### config.mk
export PLATFORM = sky130hd
export DESIGN_NAME = cracker_host_ctrl
export DESIGN_NICKNAME = d
export VERILOG_FILES = /design/src/rtl/cracker_host_ctrl.sv
export SDC_FILE = /design/constraint.sdc
export NUM_CORES = 1
export LEC_CHECK = 0
export ABC_AREA = 1
export CAP_MARGIN = 0
export CORE_ASPECT_RATIO = 0.9
export CORE_MARGIN = 2
export CORE_UTILIZATION = 47
export CTS_CLUSTER_DIAMETER = 200
export DETAILED_ROUTE_END_ITERATION = 10
export PLACE_DENSITY = 0.72
export SLEW_MARGIN = 15
export SYNTH_ARGS = -nofsm -noshare
export SYNTH_HDL_FRONTEND = slang
export SYNTH_SLANG_ARGS = --single-unit
### constraint.sdc
create_clock -name clk -period 5.1 [get_ports clk]
set_clock_uncertainty 0.2 [all_clocks]
set_input_delay 1.02 -clock clk [delete_from_list [all_inputs] [get_ports clk]]
set_output_delay 1.02 -clock clk [all_outputs]
set_load 0.01 [all_outputs]
### src/rtl/cracker_host_ctrl.sv
// Host-side controller for the hash cracker: streams hash bytes from the host into the
// cracker, starts the search, and streams back a marker plus readout bytes per match.
`timescale 1ns/1ps
module cracker_host_ctrl #(
  parameter int unsigned HASH_COUNT    = 2,
  parameter int unsigned STROBE_CYCLES = 2
) (
  input  logic       clk,
  input  logic       rst,
  input  logic [7:0] rx_data,
  input  logic       rx_valid,
  output logic       rx_ready,
  output logic [7:0] tx_data,
  output logic       tx_valid,
  input  logic       tx_ready,
  input  logic       cr_my_turn,
  input  logic       cr_match_found,
  input  logic [7:0] cr_password_byte,
  output logic [7:0] cr_new_hash_byte,
  output logic       cr_store_hash_byte,
  output logic       cr_go,
  output logic [7:0] found_count,
  output logic       done
);

  localparam int unsigned TotalBytes = HASH_COUNT * 16;
  localparam int unsigned ReadBytes  = 21;
  localparam logic [11:0] LastByte   = 12'(TotalBytes - 1);
  localparam logic [4:0]  LastRead   = 5'(ReadBytes - 1);
  localparam logic [3:0]  StrobeLast = 4'(STROBE_CYCLES - 1);
  localparam logic [3:0]  StrobeEnd  = 4'(STROBE_CYCLES);

  typedef enum logic [3:0] {
    StLoadWait,
    StLoadSetup,
    StLoadStrobe,
    StLoadGap,
    StGoWait,
    StGoStrobe,
    StSearch,
    StTxWait,
    StReadWait,
    StReadStrobe,
    StDone
  } state_e;

  state_e      state_q, state_d;
  logic [11:0] byte_cnt_q, byte_cnt_d;
  logic [3:0]  strb_cnt_q, strb_cnt_d;
  logic [4:0]  read_cnt_q, read_cnt_d;
  logic        in_readout_q, in_readout_d;  // pending tx byte is readout data, not a marker
  logic        end_q, end_d;                // pending tx byte is the final 0x00 marker
  logic [7:0]  hash_byte_q, hash_byte_d;
  logic [7:0]  tx_data_q, tx_data_d;
  logic [7:0]  found_q, found_d;

  always_ff @(posedge clk or posedge rst) begin
    if (rst) begin
      state_q      <= StLoadWait;
      byte_cnt_q   <= '0;
      strb_cnt_q   <= '0;
      read_cnt_q   <= '0;
      in_readout_q <= 1'b0;
      end_q        <= 1'b0;
      hash_byte_q  <= '0;
      tx_data_q    <= '0;
      found_q      <= '0;
    end else begin
      state_q      <= state_d;
      byte_cnt_q   <= byte_cnt_d;
      strb_cnt_q   <= strb_cnt_d;
      read_cnt_q   <= read_cnt_d;
      in_readout_q <= in_readout_d;
      end_q        <= end_d;
      hash_byte_q  <= hash_byte_d;
      tx_data_q    <= tx_data_d;
      found_q      <= found_d;
    end
  end

  always_comb begin
    state_d            = state_q;
    byte_cnt_d         = byte_cnt_q;
    strb_cnt_d         = strb_cnt_q;
    read_cnt_d         = read_cnt_q;
    in_readout_d       = in_readout_q;
    end_d              = end_q;
    hash_byte_d        = hash_byte_q;
    tx_data_d          = tx_data_q;
    found_d            = found_q;
    rx_ready           = 1'b0;
    tx_valid           = 1'b0;
    cr_store_hash_byte = 1'b0;
    cr_go              = 1'b0;
    done               = 1'b0;

    unique case (state_q)
      StLoadWait: begin
        // Reset also sits in this state, so keep rx_ready low while it is held.
        rx_ready = cr_my_turn & ~rst;
        if (rx_valid && rx_ready) begin
          hash_byte_d = rx_data;
          state_d     = StLoadSetup;
        end
      end
      StLoadSetup: state_d = StLoadStrobe;
      StLoadStrobe: begin
        cr_store_hash_byte = 1'b1;
        if (strb_cnt_q == StrobeLast) begin
          strb_cnt_d = '0;
          state_d    = StLoadGap;
        end else begin
          strb_cnt_d = strb_cnt_q + 4'd1;
        end
      end
      StLoadGap: begin
        byte_cnt_d = byte_cnt_q + 12'd1;
        state_d    = (byte_cnt_q == LastByte) ? StGoWait : StLoadWait;
      end
      StGoWait: if (cr_my_turn) state_d = StGoStrobe;
      StGoStrobe: begin
        // High for STROBE_CYCLES counts, then one trailing low cycle.
        cr_go = (strb_cnt_q < StrobeEnd);
        if (strb_cnt_q == StrobeEnd) begin
          strb_cnt_d = '0;
          state_d    = StSearch;
        end else begin
          strb_cnt_d = strb_cnt_q + 4'd1;
        end
      end
      StSearch: begin
        if (cr_my_turn) begin
          tx_data_d    = {7'd0, cr_match_found};
          end_d        = ~cr_match_found;
          in_readout_d = 1'b0;
          read_cnt_d   = '0;
          state_d      = StTxWait;
        end
      end
      StTxWait: begin
        tx_valid = 1'b1;
        if (tx_ready) begin
          if (in_readout_q)  state_d = StReadStrobe;
          else if (end_q)    state_d = StDone;
          else               state_d = StReadWait;
        end
      end
      StReadWait: begin
        if (cr_my_turn) begin
          tx_data_d    = cr_password_byte;
          in_readout_d = 1'b1;
          state_d      = StTxWait;
        end
      end
      StReadStrobe: begin
        cr_go = (strb_cnt_q < StrobeEnd);
        if (strb_cnt_q == StrobeEnd) begin
          strb_cnt_d = '0;
          read_cnt_d = read_cnt_q + 5'd1;
          if (read_cnt_q == LastRead) begin
            found_d      = (found_q == 8'hFF) ? found_q : found_q + 8'd1;
            in_readout_d = 1'b0;
            state_d      = StSearch;
          end else begin
            state_d = StReadWait;
          end
        end else begin
          strb_cnt_d = strb_cnt_q + 4'd1;
        end
      end
      StDone: done = 1'b1;
      default: state_d = StLoadWait;
    endcase
  end

  assign cr_new_hash_byte = hash_byte_q;
  assign tx_data          = tx_data_q;
  assign found_count      = found_q;

endmodule

==> results of run 1 <==
stage by stage:
step / utilization / hold WS (ns) / power (mW)
2_1_floorplan: - / 0.249 / 0.795
3_3_place_gp: 0.592 / 0.253 / 0.942
3_5_place_dp: 0.592 / 0.258 / 0.949
4_1_cts: 0.610 / 0.280 / 1.21
5_1_grt: 0.610 / 0.305 / 1.29
6_report: 0.610 / 0.279 / 1.21
state kept, by name (all words and copies together), names as in the netlist:
name	flops
byte_cnt_q	12
cr_new_hash_byte	8
end_q	1
found_count	8
in_readout_q	1
read_cnt_q	5
state_q	4
strb_cnt_q	4
tx_data	8
per-layer routing:
| layer | global-route usage | vias to the layer above | wire, µm |
|---|---|---|---|
| met5 | 0 | - | 0 |
| met4 | 0.0317 | 0 | 40 |
| met3 | 0.0560 | 7 | 399 |
| met2 | 0.295 | 65 | 2570 |
| met1 | 0.267 | 1153 | 2850 |
| li1 | - | 1258 | - |
worst min-delay path, delay by kind of cell, from the launching register on:
kind             cells  cell delay [ns]
flip-flops           1             0.35
AND/OR/NAND/NOR      2             0.10
cell usage in the layout, fill, tap and decap left out, drive strengths merged:
master           n
a21oi            3
buf              1
clkbuf           8
clkdlybuf4s50   50
clkinv           1
dfrtp           51
ha               4
inv             44
mux2             8
nand2          128
nand3           37
nand4            7
nor2            35
nor3             9
o21ai           15
o31ai            2
xnor2            6
xor2            12
power groups by stage:
stage	clock network, mW	logic [mW]	registers [mW]
floorplan	0	0.247	0.547
global placement	0	0.397	0.545
detailed placement	0	0.406	0.544
CTS	0.264	0.408	0.540
global route	0.279	0.458	0.552
finish	0.258	0.407	0.541
final cells by class:
type	count	area (µm²)	area share
Multi-Input combinational cell	266	1330	0.383
Sequential cell	51	1280	0.368
Timing Repair Buffer	51	508	0.146
Inverter	45	169	0.0487
Clock buffer	8	100	0.0288
Tap cell	70	87.6	0.0252
worst min-delay path by stage:
stage / from / end / slack [ns] / depth (start not counted)
2_1_floorplan: byte_cnt_q[10] / byte_cnt_q[10] / 0.25 / 2
3_3_place_gp: tx_data[3] / tx_data[3] / 0.25 / 2
3_5_place_dp: tx_data[1] / tx_data[1] / 0.26 / 2
4_1_cts: tx_data[1] / tx_data[1] / 0.28 / 2
5_1_grt: tx_data[1] / tx_data[1] / 0.31 / 2
6_report: tx_data[1] / tx_data[1] / 0.28 / 2
cells by family (layout without fill, tap and decap cells):
| family | after synthesis | in the layout | synth area share |
|---|---|---|---|
| simple gates | 216 | 216 | 0.333 |
| compound gates | 20 | 20 | 0.0378 |
| flops | 51 | 51 | 0.459 |
| fa+ha+maj | 4 | 4 | 0.0180 |
| mux | 8 | 8 | 0.0324 |
| buf+inv | 46 | 104 | 0.0626 |
| xor+xnor | 18 | 18 | 0.0567 |
==> impl_metrics.tcl, run 1 <==
set metrics [dict create \
    finalSetupViolations 0 \
    fraction_of_registers_with_async_set_or_reset_after_synthesis 1.00 \
    detailedPlacementHpwl_um 4270 \
    cts.repair_timing.setup_buffer_count 0 \
    worst-endpoint-arrival_ns 2.56 \
    wl_per_instance_um 11.9 \
    cp.required_ns 3.88 \
    cp.depth 4 \
    clock_insertion_delay_worst_skew_ns 0.30 \
    antenna_violations_before_repair 0 \
    synthFlopType "sky130_fd_sc_hd__dfrtp_1" \
    fin_crit_ns 3.78 \
    clk_transition_reported_paths_ns 0.09 \
    syn-num-nets 389 \
    die_height_um 77.0 \
    route.detailed.drc 0 \
    wire_length_of_the_first_global_routing_pass_um 10300 \
    intPower_mw 0.778 \
    count_of_vias_placed_by_the_detailed_router 2483 \
    drt.antenna.violating_nets 0 \
    cellPowerDensity_mw_per_mm2 347 \
    setup_tns_ns 0 \
    dpl_cell_area_mm2 0.00337 \
    clkPwrFrac 0.214 \
    floorplan.die.width_um 85.1 \
    ctsLongestPathBuffers 2 \
    seq_power_share 0.449 \
    cp_cell_sequence "clkdlybuf4s50_1, nand2_1, nor2_1, clkdlybuf4s50_1" \
    drive_above_1_share 0.0641 \
    htree_levels 2 \
    crit_path_frequent_cell "sky130_fd_sc_hd__clkdlybuf4s50_1" \
    reg2reg_depth 4 \
    path_delay_family "buffers and inverters" \
    worstPathBufferInverterCount 2 \
    slew_viol_final 0 \
    status "finished, final reports clean" \
    io_buffer_count 50 \
    cp-startpoint "cr_my_turn" \
    synth_most_common_cell "sky130_fd_sc_hd__nand2_1" \
    yosys_warnings 0 \
    final_nets 446 \
    grt_start_max_net_pins 53 \
    ys_seq_elements 51 \
    timing.final.hold_violations 0 \
    placed_cells_incl_taps 483 \
    synth_cell_type_count 23 \
    cts_hold_buffers 0 \
    groute.usage.overall 0.190 \
    total_switching_power_mw 0.427 \
    crit_end_element "output port" \
    static-leakage-power_nw 1.76 \
    average_footprint_of_a_synthesized_cell_um2 7.66 \
    post_layout_nonfiller_instances 491 \
    worst_setup_path_start_kind "input pin" \
    min_path_type "reg -> reg" \
    synth_edf_count 0 \
    library_cell_contributing_the_largest_single_delay_on_the_critical_path "sky130_fd_sc_hd__clkdlybuf4s50_1" \
    drt-vias-per-instance 5.06 \
    layout_setup_ws_ns 1.32 \
    reg2reg_to "cr_new_hash_byte[1]" \
    dominant_cell_type_by_area_after_synthesis "sky130_fd_sc_hd__dfrtp_1" \
    tightestPinTransition_ns 0.642 \
    start_util 0.488 \
    global_route_total_overflow 0 \
    synthesis.instances 363 \
    cts_tree "built" \
    yosys-top-cells-count "sky130_fd_sc_hd__nand2_1 (123), sky130_fd_sc_hd__dfrtp_1 (51), sky130_fd_sc_hd__inv_1 (43)" \
    globalplace.congestion 0.870 \
    synth-seq-area-share 0.459 \
    detailedRoute.firstIterationViolations 156 \
    critical_path_class "in -> out" \
    diodes_inserted 0 \
    final_min_period_over_clock_period 0.742 \
    worstReg2RegStart "state_q[3]" \
    floorplan.die_area_mm2 0.00655 \
    rsz0062_at_grt "no" \
    slew_headroom 0.572 \
    areaGrowthSynthToFinish_pct 24.8 \
    power_switching_share 0.354 \
    cts.sink_count 51 \
    drt_pre_antenna_iters 4 \
    cts-buffers-inserted 5 \
    vdd_ir_drop_max_mv 0.228 \
    fmax_mhz 264 \
    synthTopCellsByArea "sky130_fd_sc_hd__dfrtp_1 (46%), sky130_fd_sc_hd__nand2_1 (17%), sky130_fd_sc_hd__nand3_1 (6.7%), sky130_fd_sc_hd__inv_1 (5.8%), sky130_fd_sc_hd__nor2_1 (4.3%)" \
    dpl_worst_slack_ns 1.32 \
    fp-row-count 26 \
    fill_cells 497 \
    yosys.area.top_type_share 0.459 \
    crit_end "rx_ready" \
    crit_fanout 13 \
    first_global_vias 2354 \
    postRouteWirelength_um 5860 \
    finish.instance_area_mm2 0.00347 \
    top_level_ports 51 \
    ctsResizeCount 0 \
    clockRootBuffer "sky130_fd_sc_hd__clkbuf_8" \
    power.combinational.fraction 0.337 \
    placeableCoreArea_mm2 0.00569 \
    synth_area_mm2 0.00278 \
    timing.critical_path.slowest_cell_delay_ns 0.78 \
    ff2ff_setup_slack_ns 3.21 \
    cap_viol_max_count 0 \
]
No activity file was read; power rests on OpenSTA's default activity.
==> run 2: changes to the inputs <==
Settings changed: PLACE_DENSITY 0.72 to 0.75.
Clock period 5.1 ns to 3.3 ns, I/O delays scaled along.
==> run 2 against run 1 <==
Sequential power up 54%; via count is 2.6% lower; power up 60%; sequential share of layout area is 0.26 points lower; non-clock buffer count increased by 1; first-iteration DRC count is 19% lower; die area unchanged; setup slack worse by 1.0 ns; clock power grew 75%; wire length decreased by 1.8%; final cell count up 0.20%; critical path type is now reg -> out; critical endpoint is now cr_go.
==> impl_metrics.tcl, run 2 (synthesized netlist as in run 1, its figures left out) <==
set metrics [dict create \
    detailedRoute.firstIterationViolations 126 \
    fin_crit_ns 3.02 \
    cts_hold_buffers 0 \
    count_of_vias_placed_by_the_detailed_router 2418 \
    drt-vias-per-instance 4.91 \
    cap_viol_max_count 0 \
    largest_register_ffs 12 \
    finalSetupViolations 0 \
    ctsLongestPathBuffers 2 \
    most_frequent_cells_in_the_layout "sky130_fd_sc_hd__nand2_1 (123), sky130_fd_sc_hd__dfrtp_1 (51), sky130_fd_sc_hd__clkdlybuf4s50_1 (50)" \
    ctsResizeCount 0 \
    io_buffer_count 50 \
    global_route_total_overflow 0 \
    final_min_period_over_clock_period 0.914 \
    multiInputGateArea_mm2 0.00133 \
    vdd_ir_drop_max_mv 0.440 \
    fmax_mhz 331 \
    first_global_vias 2381 \
    crit_fanout 5 \
    drt_pre_antenna_iters 4 \
    placeableCoreArea_mm2 0.00569 \
    clk_transition_reported_paths_ns 0.09 \
    die_height_um 77.0 \
    ff2ff_setup_slack_ns 1.36 \
    start_util 0.488 \
    reg2reg_to "byte_cnt_q[7]" \
    clock_insertion_delay_worst_skew_ns 0.30 \
    grt_start_max_net_pins 52 \
    floorplan.die.width_um 85.1 \
    postRouteWirelength_um 5760 \
    post-layout-total-power_mw 1.92 \
    final_nets 447 \
    globalplace.congestion 0.945 \
    fp-row-count 26 \
    holdWs_ns 0.282 \
    slew_headroom 0.584 \
    cts_tree "built" \
    cellPowerDensity_mw_per_mm2 550 \
    max_flop_register "byte_cnt_q" \
    timing.final.hold_violations 0 \
    worst-endpoint-arrival_ns 2.16 \
    crit_end_element "output port" \
    reg2reg_depth 5 \
    dpl_cell_area_mm2 0.00338 \
    top_level_ports 51 \
    finish.instance_area_mm2 0.00350 \
    cts.repair_timing.setup_buffer_count 0 \
    timing.hold.worst_path_depth 2 \
    wl_per_instance_um 11.7 \
    diodes_inserted 0 \
    slew_viol_final 0 \
    wire_length_of_the_first_global_routing_pass_um 10200 \
    cp.required_ns 2.44 \
    htree_levels 2 \
    groute.usage.overall 0.189 \
    layout_setup_ws_ns 0.283 \
    critical_path_class "reg -> out" \
    setup_tns_ns 0 \
    route.detailed.drc 0 \
    cts.sink_count 51 \
    layout_commonest_cell "sky130_fd_sc_hd__nand2_1" \
    drive_above_1_share 0.0687 \
    tightestPinTransition_ns 0.625 \
    worstReg2RegStart "state_q[3]" \
    drt.antenna.violating_nets 0 \
    static-leakage-power_nw 1.77 \
    antenna_violations_before_repair 0 \
    areaGrowthSynthToFinish_pct 25.7 \
    final-seq-area_mm2 0.00128 \
    status "finished, final reports clean" \
    worstHoldStart "tx_data[3]" \
    timing.hold.worst_endpoint "tx_data[3]" \
    min_path_type "reg -> reg" \
    worst_setup_path_start_kind "register" \
    rsz0062_at_grt "no" \
    clockRootBuffer "sky130_fd_sc_hd__clkbuf_8" \
    detailedPlacementHpwl_um 4300 \
    cts-buffers-inserted 5 \
    floorplan.die_area_mm2 0.00655 \
    dpl_worst_slack_ns 0.618 \
    fill_cells 509 \
]
-- run 2: routing by layer --
layer	track usage	wire length (µm)	vias to the layer above
met5	0	0	-
met4	0.0524	70	0
met3	0.0527	387	7
met2	0.300	2490	67
met1	0.254	2810	1079
li1	-	-	1265
-- run 2: layout make-up --
class,count,share of cell area
Tap cell,70,0.0251
Sequential cell,51,0.365
Clock inverter,2,0.0100
Clock buffer,6,0.0236
Inverter,45,0.0483
Timing Repair Buffer,52,0.147
Multi-Input combinational cell,266,0.380
-- run 2: how the worst max path moves through the flow --
stage / startpoint / endpoint / slack [ns]
6_report: state_q[3] / cr_go / 0.28
5_1_grt: state_q[3] / cr_go / 0.11
4_1_cts: state_q[3] / cr_go / 0.29
3_5_place_dp: rst / rx_ready / 0.62
3_3_place_gp: rst / rx_ready / 0.61
2_1_floorplan: rst / cr_new_hash_byte[0] / 0.25
-- run 2: critical path, cell delays in order, from the launching register on --
cell,delay [ns]
sky130_fd_sc_hd__dfrtp_1,0.46
sky130_fd_sc_hd__inv_1,0.11
sky130_fd_sc_hd__nor2_1,0.23
sky130_fd_sc_hd__nand2_1,0.16
sky130_fd_sc_hd__nand2_1,0.11
sky130_fd_sc_hd__inv_1,0.07
sky130_fd_sc_hd__nor3_1,0.16
sky130_fd_sc_hd__clkdlybuf4s50_1,0.57
-- run 2: power breakdown --
group / leakage (nW) / internal [mW] / switching (mW)
clock network: 0.0612 / 0.246 / 0.206
logic: 1.04 / 0.276 / 0.363
registers: 0.672 / 0.736 / 0.0970
total: 1.77 / 1.26 / 0.666
-- run 2: metrics by stage --
stage | utilization | cells
6_report | 0.614 | 492
5_1_grt | 0.614 | 492
4_1_cts | 0.614 | 492
3_5_place_dp | 0.593 | 484
3_3_place_gp | 0.593 | 484
2_1_floorplan | - | 363
==> run 3: changes to the inputs <==
Settings changed: CORE_ASPECT_RATIO 0.9 to 0.6.
==> run 3 against run 2 <==
Setup slack better by 0.066 ns; worst hold slack worse by 0.00075 ns; flip-flop and latch count unchanged; maximum frequency up 2.2%; clock power down 6.0%; wire length up 7.8%; non-clock buffer count unchanged; critical endpoint unchanged.
==> impl_metrics.tcl, run 3 (synthesized netlist as in run 1, its figures left out) <==
set metrics [dict create \
    timing.final.hold_violations 0 \
    drt_pre_antenna_iters 4 \
    critical_path_class "reg -> out" \
    min_path_type "reg -> reg" \
    vdd_ir_drop_max_mv 0.393 \
    dpl_worst_slack_ns 0.572 \
    placeableCoreArea_mm2 0.00565 \
    tightestPinTransition_ns 0.629 \
    clk_transition_reported_paths_ns 0.09 \
    cts_hold_buffers 0 \
    fp-row-count 21 \
    fill_cells 517 \
    first_global_vias 2371 \
    cap_viol_max_count 0 \
    worst_setup_path_start_kind "register" \
    finalSetupViolations 0 \
    clockRootBuffer "sky130_fd_sc_hd__clkbuf_8" \
    fmax_mhz 339 \
    areaGrowthSynthToFinish_pct 25.8 \
    final_nets 447 \
    drt-vias-per-instance 4.87 \
    max_flop_register "byte_cnt_q" \
    top_usage_layer "met1" \
    crit_fanout 5 \
    floorplan.die_area_mm2 0.00657 \
    holdWs_ns 0.281 \
    grt_use_met2 0.285 \
    groute.usage.overall 0.216 \
    ff2ff_setup_slack_ns 1.39 \
    cts.sink_count 51 \
    globalRouteMet3Util 0.0710 \
    slew_headroom 0.581 \
    drive_above_1_share 0.0665 \
    clock_insertion_delay_worst_skew_ns 0.30 \
    cp.required_ns 2.44 \
    route.detailed.drc 0 \
    cts.repair_timing.setup_buffer_count 0 \
    detailedRoute.firstIterationViolations 226 \
    setup_tns_ns 0 \
    antenna_violations_before_repair 0 \
    final_util 0.619 \
    die_height_um 63.6 \
    multiInputGateArea_mm2 0.00133 \
    most_frequent_cells_in_the_layout "sky130_fd_sc_hd__nand2_1 (123), sky130_fd_sc_hd__dfrtp_1 (51), sky130_fd_sc_hd__clkdlybuf4s50_1 (50)" \
    cellPowerDensity_mw_per_mm2 545 \
    wire_length_of_the_first_global_routing_pass_um 11200 \
    rsz0062_at_grt "no" \
    drt.antenna.violating_nets 0 \
    static-leakage-power_nw 1.76 \
    fin_crit_ns 2.95 \
    detailedPlacementHpwl_um 4710 \
    ctsResizeCount 0 \
    worst-endpoint-arrival_ns 2.09 \
    wl_per_instance_um 12.4 \
    io_buffer_count 50 \
    final-seq-area_mm2 0.00128 \
    count_of_vias_placed_by_the_detailed_router 2442 \
    floorplan.die.width_um 103 \
    globalplace.congestion 0.942 \
    largest_register_ffs 12 \
    final_min_period_over_clock_period 0.894 \
    start_util 0.492 \
    status "finished, final reports clean" \
    ctsLongestPathBuffers 2 \
    top_level_ports 51 \
    cts-buffers-inserted 5 \
    global_route_total_overflow 0 \
    layout_commonest_cell "sky130_fd_sc_hd__nand2_1" \
    htree_levels 2 \
    grt_start_max_net_pins 52 \
    cts_tree "built" \
    postRouteWirelength_um 6210 \
    met1_track_usage_gr 0.342 \
    crit_end_element "output port" \
    layout_setup_ws_ns 0.349 \
    slew_viol_final 0 \
    diodes_inserted 0 \
]
## run 3: cell count changes in the layout (fill, tap and decap cells not counted), sizes merged
cell	previous run	this run
clkbuf	6	5
clkinvlp	0	1
clkinv	2	1
## run 3: where the power goes
| part | leakage [nW] | total [mW] | internal [mW] | switching, mW |
|---|---|---|---|---|
| clock network | 0.0502 | 0.424 | 0.222 | 0.203 |
| logic | 1.04 | 0.649 | 0.276 | 0.373 |
| registers | 0.672 | 0.833 | 0.736 | 0.0966 |
## run 3: per-layer routing
layer	up-vias	wire, µm
met2	86	2370
met3	4	509
met5	-	0
li1	1256	-
met1	1096	3290
met4	0	36
## run 3: layout make-up
class	count	area share
clock buffers	5	0.0197
clock inverters	2	0.0107
inverters	45	0.0483
multi-input cells	266	0.380
flip-flops and latches	51	0.365
well taps	80	0.0286
repair buffers	52	0.147
## run 3: worst max-delay path: stages (launching register included)
cell and delay [ns]:
sky130_fd_sc_hd__dfrtp_1 0.45, sky130_fd_sc_hd__inv_1 0.10, sky130_fd_sc_hd__nor2_1 0.21, sky130_fd_sc_hd__nand2_1 0.14, sky130_fd_sc_hd__nand2_1 0.11, sky130_fd_sc_hd__inv_1 0.08, sky130_fd_sc_hd__nor3_1 0.13, sky130_fd_sc_hd__clkdlybuf4s50_1 0.56
## run 3: path summary, 6_finish.rpt
kind | cells past startpoint | from | end
setup reg to reg | 4 | state_q[1] | cr_new_hash_byte[6]
hold / removal | 2 | tx_data[4] | tx_data[4]
hold reg to reg | 2 | tx_data[4] | tx_data[4]
max in group asynchronous | 3 | rst | byte_cnt_q[8]
min in group asynchronous | 3 | rst | state_q[2]
setup / recovery | 7 | state_q[3] | cr_go
## run 3: per-stage QoR
step | instances | total power [mW] | area, µm²
finish | 501 | 1.91 | 3500
global route | 501 | 2.06 | 3500
CTS | 501 | 1.92 | 3500
detailed placement | 494 | 1.48 | 3390
global placement | 494 | 1.47 | 3390
floorplan | 363 | 1.23 | 2780
